$ cat src/rtl/instruction_loader.sv
// Program loader: takes bytes from the debug UART and writes them into instruction memory,
// assembling big-endian words so that a HALT word ends the load.
module instruction_loader #(
    parameter int          ADDR_WIDTH = 8,
    parameter logic [31:0] HALT_WORD  = 32'hFC000000
) (
    input  logic                  i_clk,
    input  logic                  i_reset,
    input  logic                  i_start,
    input  logic                  i_rx_valid,
    input  logic [7:0]            i_rx_data,
    output logic                  o_write_instruction_mem,
    output logic [31:0]           o_instruction_mem_addr,
    output logic [31:0]           o_instruction_mem_data,
    output logic                  o_busy,
    output logic                  o_done,
    output logic                  o_error,
    output logic [ADDR_WIDTH-2:0] o_word_count
);

    typedef enum logic [1:0] {
        IDLE  = 2'd0,
        LOAD  = 2'd1,
        DONE  = 2'd2,
        ERROR = 2'd3
    } state_t;

    localparam logic [ADDR_WIDTH-1:0] LAST_ADDR = '1;

    state_t                state_reg,      state_next;
    logic [ADDR_WIDTH-1:0] byte_addr_reg,  byte_addr_next;
    logic [1:0]            byte_idx_reg,   byte_idx_next;
    logic [23:0]           word_reg,       word_next;
    logic [ADDR_WIDTH-2:0] word_count_reg, word_count_next;
    logic                  wr_en_reg,      wr_en_next;
    logic [31:0]           mem_addr_reg,   mem_addr_next;
    logic [31:0]           mem_data_reg,   mem_data_next;

    // Only the three preceding bytes of the current group are kept; the incoming
    // byte completes the candidate word, so the match is valid only at index 3.
    logic [31:0] assembled;
    logic [3:0]  lane_match;
    logic        halt_hit;

    assign assembled = {word_reg, i_rx_data};

    genvar gi;
    generate
        for (gi = 0; gi < 4; gi++) begin : g_lane
            assign lane_match[gi] = (assembled[gi*8 +: 8] == HALT_WORD[gi*8 +: 8]);
        end
    endgenerate

    assign halt_hit = (byte_idx_reg == 2'd3) && (&lane_match);

    always_comb begin
        state_next      = state_reg;
        byte_addr_next  = byte_addr_reg;
        byte_idx_next   = byte_idx_reg;
        word_next       = word_reg;
        word_count_next = word_count_reg;
        wr_en_next      = 1'b0;
        mem_addr_next   = mem_addr_reg;
        mem_data_next   = mem_data_reg;

        case (state_reg)
            LOAD: begin
                if (i_rx_valid) begin
                    wr_en_next     = 1'b1;
                    mem_addr_next  = {{(32-ADDR_WIDTH){1'b0}}, byte_addr_reg};
                    mem_data_next  = {24'd0, i_rx_data};
                    byte_addr_next = byte_addr_reg + 1'b1;
                    byte_idx_next  = byte_idx_reg + 1'b1;
                    word_next      = assembled[23:0];
                    if (byte_idx_reg == 2'd3) begin
                        word_count_next = word_count_reg + 1'b1;
                    end
                    if (halt_hit) begin
                        state_next = DONE;
                    end else if (byte_addr_reg == LAST_ADDR) begin
                        // Memory exhausted without a HALT: the byte is still written,
                        // but the address counter is never allowed to be reused.
                        state_next = ERROR;
                    end
                end
            end
            default: begin
                // A byte arriving together with i_start is deliberately dropped.
                if (i_start) begin
                    state_next      = LOAD;
                    byte_addr_next  = '0;
                    byte_idx_next   = '0;
                    word_next       = '0;
                    word_count_next = '0;
                end
            end
        endcase
    end

    always_ff @(posedge i_clk) begin
        if (i_reset) begin
            state_reg      <= IDLE;
            byte_addr_reg  <= '0;
            byte_idx_reg   <= '0;
            word_reg       <= '0;
            word_count_reg <= '0;
            wr_en_reg      <= 1'b0;
            mem_addr_reg   <= '0;
            mem_data_reg   <= '0;
        end else begin
            state_reg      <= state_next;
            byte_addr_reg  <= byte_addr_next;
            byte_idx_reg   <= byte_idx_next;
            word_reg       <= word_next;
            word_count_reg <= word_count_next;
            wr_en_reg      <= wr_en_next;
            mem_addr_reg   <= mem_addr_next;
            mem_data_reg   <= mem_data_next;
        end
    end

    assign o_write_instruction_mem = wr_en_reg;
    assign o_instruction_mem_addr  = mem_addr_reg;
    assign o_instruction_mem_data  = mem_data_reg;
    assign o_busy                  = (state_reg == LOAD);
    assign o_done                  = (state_reg == DONE);
    assign o_error                 = (state_reg == ERROR);
    assign o_word_count            = word_count_reg;

endmodule

$ cat config.mk
export PLATFORM = sky130hd
export DESIGN_NAME = instruction_loader
export DESIGN_NICKNAME = d
export VERILOG_FILES = /design/src/rtl/instruction_loader.sv
export SDC_FILE = /design/constraint.sdc
export NUM_CORES = 1
export LEC_CHECK = 0
export BUFFER_PORTS_ARGS = -buffer_cell sky130_fd_sc_hd__buf_4
export CAP_MARGIN = 0
export CORE_MARGIN = 3
export CORE_UTILIZATION = 54
export DETAILED_ROUTE_END_ITERATION = 8
export PLACE_DENSITY = 0.86
export SETUP_SLACK_MARGIN = 0.15
export SKIP_CTS_REPAIR_TIMING = 1
export SYNTH_ARGS = -nofsm -noshare
export SYNTH_HDL_FRONTEND = slang
export SYNTH_SLANG_ARGS = --single-unit
export TNS_END_PERCENT = 10
$ cat constraint.sdc
create_clock -name i_clk -period 3.2 [get_ports i_clk]
set_input_delay 0.48 -clock i_clk [delete_from_list [all_inputs] [get_ports i_clk]]
set_output_delay 0.48 -clock i_clk [all_outputs]
set_load 0.05 [all_outputs]
==> impl_metrics.ini, run 1 <==
[yosys]
synth_area_per_cell_um2 = 8.75
synth_edf_count = 0
syn_area_mm2 = 0.00264
synth_async_sr_flop_share = 0
yosysTopAreaCell = dfxtp_1
synth_top_area_share = 0.454
yosys_register_bits = 60
yosys_warnings = 0
synthCells = 302
synth.distinct_cells = 40
ys_top_cells_by_area = dfxtp_1 (45%), buf_4 (14%), a21oi_1 (7.0%)
synth_ff_type = dfxtp_1
ys_seq_area_frac = 0.454

[grt]
grt_util_all_layers = 0.187
grt_pass1_vias = 1900
grt_pass1_wl_mm = 8.85
grt_max_degree = 38
antenna_found_initial = 0
grt_overflow = 0

[power]
p_leak_nw = 1.25
powerDensity_mw_per_mm2 = 581
irDropWorstVdd_mv = 0.454
power.total_mw = 1.74

[timing]
finalSetupViolCount = 0
final-max-slew-violation-count = 0
rsz0062_at_grt = false
clock_skew_ns = 0.00655
relSlewSlack = 0.164
period_share = 0.643
final-hold-violation-count = 0
fmax_mhz = 486
layout_min_cycle_time_ns = 2.06
fin_setup_tns_ns = 0
holdWs_ns = 0.431
tightest_slew_ns = 1.25

[clock_network]
clockRootBuffer = clkbuf_8
tritoncts = done
htree_levels = 3
clkLatencyLatePin_ns = 0.33
cts_sinks = 60
clk_pin_slew_ns = 0.07
clockBufferDepth = 2
cts_inserted_buffers = 9

[final_layout]
fill_cells = 351
largest_reg_flops = 24
fin_util = 0.661
diodes = 0
drive_gt1_frac = 0.166
final_nets = 353
area.growth.synth_to_final_pct = 13.3

[place]
place.gp.congestion = 0.857
io_buffers = 38
dp_hpwl_mm = 3.73

[route]
vias = 2143
ant_nets = 0
drt_first_pass_iters = 4
vias_per_cell = 5.25
routed_wl_mm = 5.43
wl_per_cell_um = 13.3
drt_iter0_drc = 193
drc_errors = 0

[worst_setup_path]
worstPathRequired_ns = 3.47
reg2reg_depth = 4
endpoint_kind = flop
cp.arrival_ns = 2.32
worstPathMaxFanout = 20
crit_type = reg2reg
crit_path_start_kind = flop

[floorplan]
rows = 24
fp.dieH_um = 76.0
dieArea_mm2 = 0.00577
initial_core_util = 0.583
core_mm2 = 0.00453
die-width_um = 76.0
io_pins = 87

[worst_hold_path]
hold_class = in2reg
holdPathStages = 3

[outcome]
outcome = complete, no violations

[run]
drv_cap = 0
-- path summary, 6_finish.rpt --
path                                          start                                     end  slack (ns)
max                       state_reg[0]$_SDFFE_PP0P_               word_reg[14]$_SDFFE_PP0P_        1.14
min                                    i_rx_data[6]                word_reg[6]$_SDFFE_PP0P_        0.43
max reg2reg               state_reg[0]$_SDFFE_PP0P_               word_reg[14]$_SDFFE_PP0P_        1.14
min reg2reg  o_instruction_mem_data[5]$_SDFFE_PP0P_  o_instruction_mem_data[5]$_SDFFE_PP0P_        0.46
-- layout make-up --
| type | instances | area (um2) | share of cell area |
|---|---|---|---|
| flip-flops and latches | 60 | 1200 | 0.401 |
| clock inverters | 4 | 72.6 | 0.0242 |
| clock buffers | 12 | 145 | 0.0484 |
| repair buffers | 42 | 315 | 0.105 |
| multi-input cells | 222 | 1170 | 0.390 |
| well taps | 65 | 81.3 | 0.0271 |
| inverters | 3 | 11.3 | 0.00376 |
-- worst max-delay path: stages, from the launching register on --
cell and delay, ns:
dfxtp_1 0.44, nand3b_1 0.10, buf_4 0.21, nor2_1 0.95, a22o_1 0.29
-- stage by stage --
stage          instance area [um2]  std cells  setup slack, ns
6_report                      3000        408             1.14
5_1_grt                       3000        408            0.960
4_1_cts                       3000        408             1.18
3_5_place_dp                  2780        392             1.05
3_3_place_gp                  2780        392             1.10
2_1_floorplan                 2820        349             1.48
-- cell usage after synthesis, types with 2 or more instances --
| cell type | instances |
|---|---|
| a21oi_1 | 37 |
| a22o_1 | 18 |
| a31oi_1 | 3 |
| buf_4 | 50 |
| nor2_1 | 11 |
| o21ai_0 | 4 |
| clkbuf_1 | 10 |
| nor4_1 | 6 |
| ha_1 | 3 |
| nor4b_1 | 2 |
| or4_1 | 5 |
| a211oi_1 | 2 |
| nor3_1 | 2 |
| o31ai_1 | 4 |
| inv_1 | 3 |
| nand2_1 | 49 |
| and3_1 | 2 |
| nand3_1 | 5 |
| nand4_1 | 2 |
| nand2b_1 | 2 |
| nand3b_1 | 2 |
| or3_1 | 2 |
| buf_2 | 2 |
| dfxtp_1 | 60 |
-- kinds of logic (layout without fill, tap and decap cells) --
| family | count (synthesis) | after routing | share of synthesized area |
|---|---|---|---|
| muxes | 1 | 1 | 0.00379 |
| and+or+nand+nor | 97 | 97 | 0.179 |
| AOI/OAI and AO/OA | 73 | 73 | 0.177 |
| adders and majority gates | 3 | 3 | 0.0142 |
| other | 1 | 48 | 0.00142 |
| DFF | 60 | 60 | 0.454 |
| buffers and inverters | 67 | 61 | 0.170 |
-- placed cells by master (no fill, tap or decap), types with 3 or more instances in the layout --
master | netlist | layout
or4_1 | 5 | 5
a21oi_1 | 37 | 37
nor2_1 | 11 | 11
clkbuf_8 | 0 | 10
nand2_1 | 49 | 49
o31ai_1 | 4 | 4
dfxtp_1 | 60 | 60
nand3_1 | 5 | 5
o21ai_0 | 4 | 4
conb_1 | 1 | 48
a22o_1 | 18 | 18
nor4_1 | 6 | 6
inv_1 | 3 | 3
buf_4 | 50 | 42
a31oi_1 | 3 | 3
ha_1 | 3 | 3
-- report_power, final --
group          internal [mW]  switching, mW  total (mW)
Sequential             0.759        0.00988       0.769
Clock                  0.459          0.282       0.741
Combinational         0.0335          0.197       0.230
Total                   1.25          0.489        1.74
-- routing by layer --
metal  share of wire  wire length [um]  track usage
met2            0.47              2550        0.295
met3           0.074               401       0.0296
met1            0.43              2350        0.240
met5               0                 0            0
met4           0.023               127        0.116
(Power assumes the default switching activity.)
==> run 2: changes to the inputs <==
--- a/config.mk
+++ b/config.mk
@@ -8,9 +8,9 @@
 export BUFFER_PORTS_ARGS = -buffer_cell sky130_fd_sc_hd__buf_4
 export CAP_MARGIN = 0
 export CORE_MARGIN = 3
-export CORE_UTILIZATION = 54
+export CORE_UTILIZATION = 50
 export DETAILED_ROUTE_END_ITERATION = 8
-export PLACE_DENSITY = 0.86
+export PLACE_DENSITY = 0.81
 export SETUP_SLACK_MARGIN = 0.15
 export SKIP_CTS_REPAIR_TIMING = 1
 export SYNTH_ARGS = -nofsm -noshare
==> constraint.sdc (replaced) <==
create_clock -name i_clk -period 2.14 [get_ports i_clk]
set_input_delay 0.321 -clock i_clk [delete_from_list [all_inputs] [get_ports i_clk]]
set_output_delay 0.321 -clock i_clk [all_outputs]
set_load 0.05 [all_outputs]
==> run 2 against run 1 <==
- global-route usage fell by 0.87 points
- combinational power rose by 50%
- maximum frequency rose by 15%
- final cell count rose by 0.98%
- critical path type unchanged
- critical endpoint is now word_reg[8]$_SDFFE_PP0P_
- largest cell class unchanged
==> impl_metrics.ini, run 2 (synthesis results as in run 1) <==
[timing]
fmax_mhz = 559
finalSetupViolCount = 0
relSlewSlack = 0.346
layout_min_cycle_time_ns = 1.79
period_share = 0.835
tightest_slew_ns = 0.978
rsz0062_at_grt = false
final-hold-violation-count = 0
final-max-slew-violation-count = 0
clock_skew_ns = 0.0101
fin_setup_tns_ns = 0

[worst_setup_path]
reg2reg_depth = 4
worstPathCellList = nand3b_1 -> nor2_1 -> buf_4 -> a22o_1
endpoint_kind = flop
r2r-end = word_reg[8]$_SDFFE_PP0P_
cp_slowest_stage_delay_ns = 0.75
r2r_slack_ns = 0.35
crit_buf_inv = 1
crit_family = simple AND/OR/NAND/NOR gates
slowest_stage = nor2_1
crit_path_start_kind = flop
worstPathMaxFanout = 15
crit_type = reg2reg
worstReg2RegStart = state_reg[0]$_SDFFE_PP0P_
worstPathRequired_ns = 2.42
cp.arrival_ns = 2.06

[floorplan]
dieArea_mm2 = 0.00620
rows = 25
fp.dieH_um = 78.7
initial_core_util = 0.538
core_mm2 = 0.00491
io_pins = 87
die-width_um = 78.7

[grt]
use_met3 = 0.0317
antenna_found_initial = 0
grt_pass1_wl_mm = 8.72
grtUsageMet1 = 0.221
grt_util_met2 = 0.284
grt_max_degree = 29
grt_util_all_layers = 0.179
top_usage_layer = met2
grt_overflow = 0
grt_pass1_vias = 1935

[route]
routed_wl_mm = 5.46
drt_first_pass_iters = 4
vias_per_cell = 5.21
ant_nets = 0
drc_errors = 0
drt_iter0_drc = 127
wl_per_cell_um = 13.3
vias = 2148

[place]
place.gp.congestion = 0.844
dp_hpwl_mm = 3.89
io_buffers = 38

[power]
powerDensity_mw_per_mm2 = 838
p_leak_nw = 1.25
irDropWorstVdd_mv = 0.592

[worst_hold_path]
hold_start = i_reset
hold_class = in2reg
holdPathStages = 2
min_to = o_instruction_mem_addr[6]$_SDFFE_PP0P_

[final_layout]
area.growth.synth_to_final_pct = 13.4
final_nets = 355
fill_cells = 445
fin_util = 0.610
largest_reg_flops = 24
seqCellArea_mm2 = 0.00120
final_common_cell = dfxtp_1
drive_gt1_frac = 0.177
diodes = 0
multi_input_area_mm2 = 0.00117
mostFrequentLayoutCells = dfxtp_1 (60), nand2_1 (49), conb_1 (48)

[outcome]
outcome = complete, no violations

[clock_network]
tritoncts = done
clk_pin_slew_ns = 0.07
htree_levels = 3
clockRootBuffer = clkbuf_8
clockBufferDepth = 2
clkLatencyLatePin_ns = 0.34
cts_sinks = 60
cts_inserted_buffers = 9

[run]
drv_cap = 0
==> run 2: cell types whose count changed in the layout (fill, tap and decap cells not counted) <==
cell,before,now
clkinv_4,0,1
bufinv_16,2,1
clkbuf_1,2,0
clkinv_2,1,2
buf_4,42,44
clkinvlp_4,1,2
==> run 2: worst reg2reg max path: cells and delay by family (launching register included) <==
| kind | cells | cell delay [ns] |
|---|---|---|
| AO/OA/AOI/OAI | 1 | 0.14 |
| buffers and inverters | 1 | 0.29 |
| flip-flops | 1 | 0.42 |
| AND/OR/NAND/NOR | 2 | 0.87 |
==> run 2: stage by stage <==
step                hold slack, ns  instance area, um2  total power, mW  instances  setup WS (ns)
finish                       0.238                3000             2.51        412          0.352
global placement             0.446                2800             1.51        396          0.416
detailed placement           0.451                2800             1.52        396          0.376
global route                 0.242                3000             2.61        412          0.183
floorplan                    0.434                2820             1.53        349          0.417
CTS                          0.219                3000             2.53        412          0.359
==> run 2: layer usage <==
metal  vias up  share of wire
li1       1038              -
met1      1012           0.44
met2        85           0.47
met3        13          0.065
met4         0          0.026
met5         -              0
==> run 2: report_power, final <==
group          total, mW  switching, mW  internal, mW
Clock               1.02          0.453         0.566
Combinational      0.345          0.293        0.0519
Sequential          1.15         0.0136          1.13
==> run 2: final cells by class <==
class | count | area share
sequential | 60 | 0.401
multi-input combinational | 222 | 0.390
timing repair buffer | 44 | 0.110
clock buffer | 10 | 0.0459
tap | 67 | 0.0280
clock inverter | 6 | 0.0213
inverter | 3 | 0.00376
==> run 2: worst max-delay path by stage <==
stage / startpoint / end / slack [ns] / cells after the start
finish: state_reg[0]$_SDFFE_PP0P_ / word_reg[8]$_SDFFE_PP0P_ / 0.35 / 4
global route: state_reg[0]$_SDFFE_PP0P_ / state_reg[1]$_SDFFE_PP0P_ / 0.18 / 5
CTS: state_reg[0]$_SDFFE_PP0P_ / word_reg[8]$_SDFFE_PP0P_ / 0.36 / 4
detailed placement: state_reg[0]$_SDFFE_PP0P_ / word_reg[21]$_SDFFE_PP0P_ / 0.38 / 5
global placement: byte_idx_reg[0]$_SDFFE_PP0P_ / state_reg[0]$_SDFFE_PP0P_ / 0.42 / 5
floorplan: o_word_count[0]$_SDFFE_PP0P_ / o_word_count[6]$_SDFFE_PP0P_ / 0.42 / 5
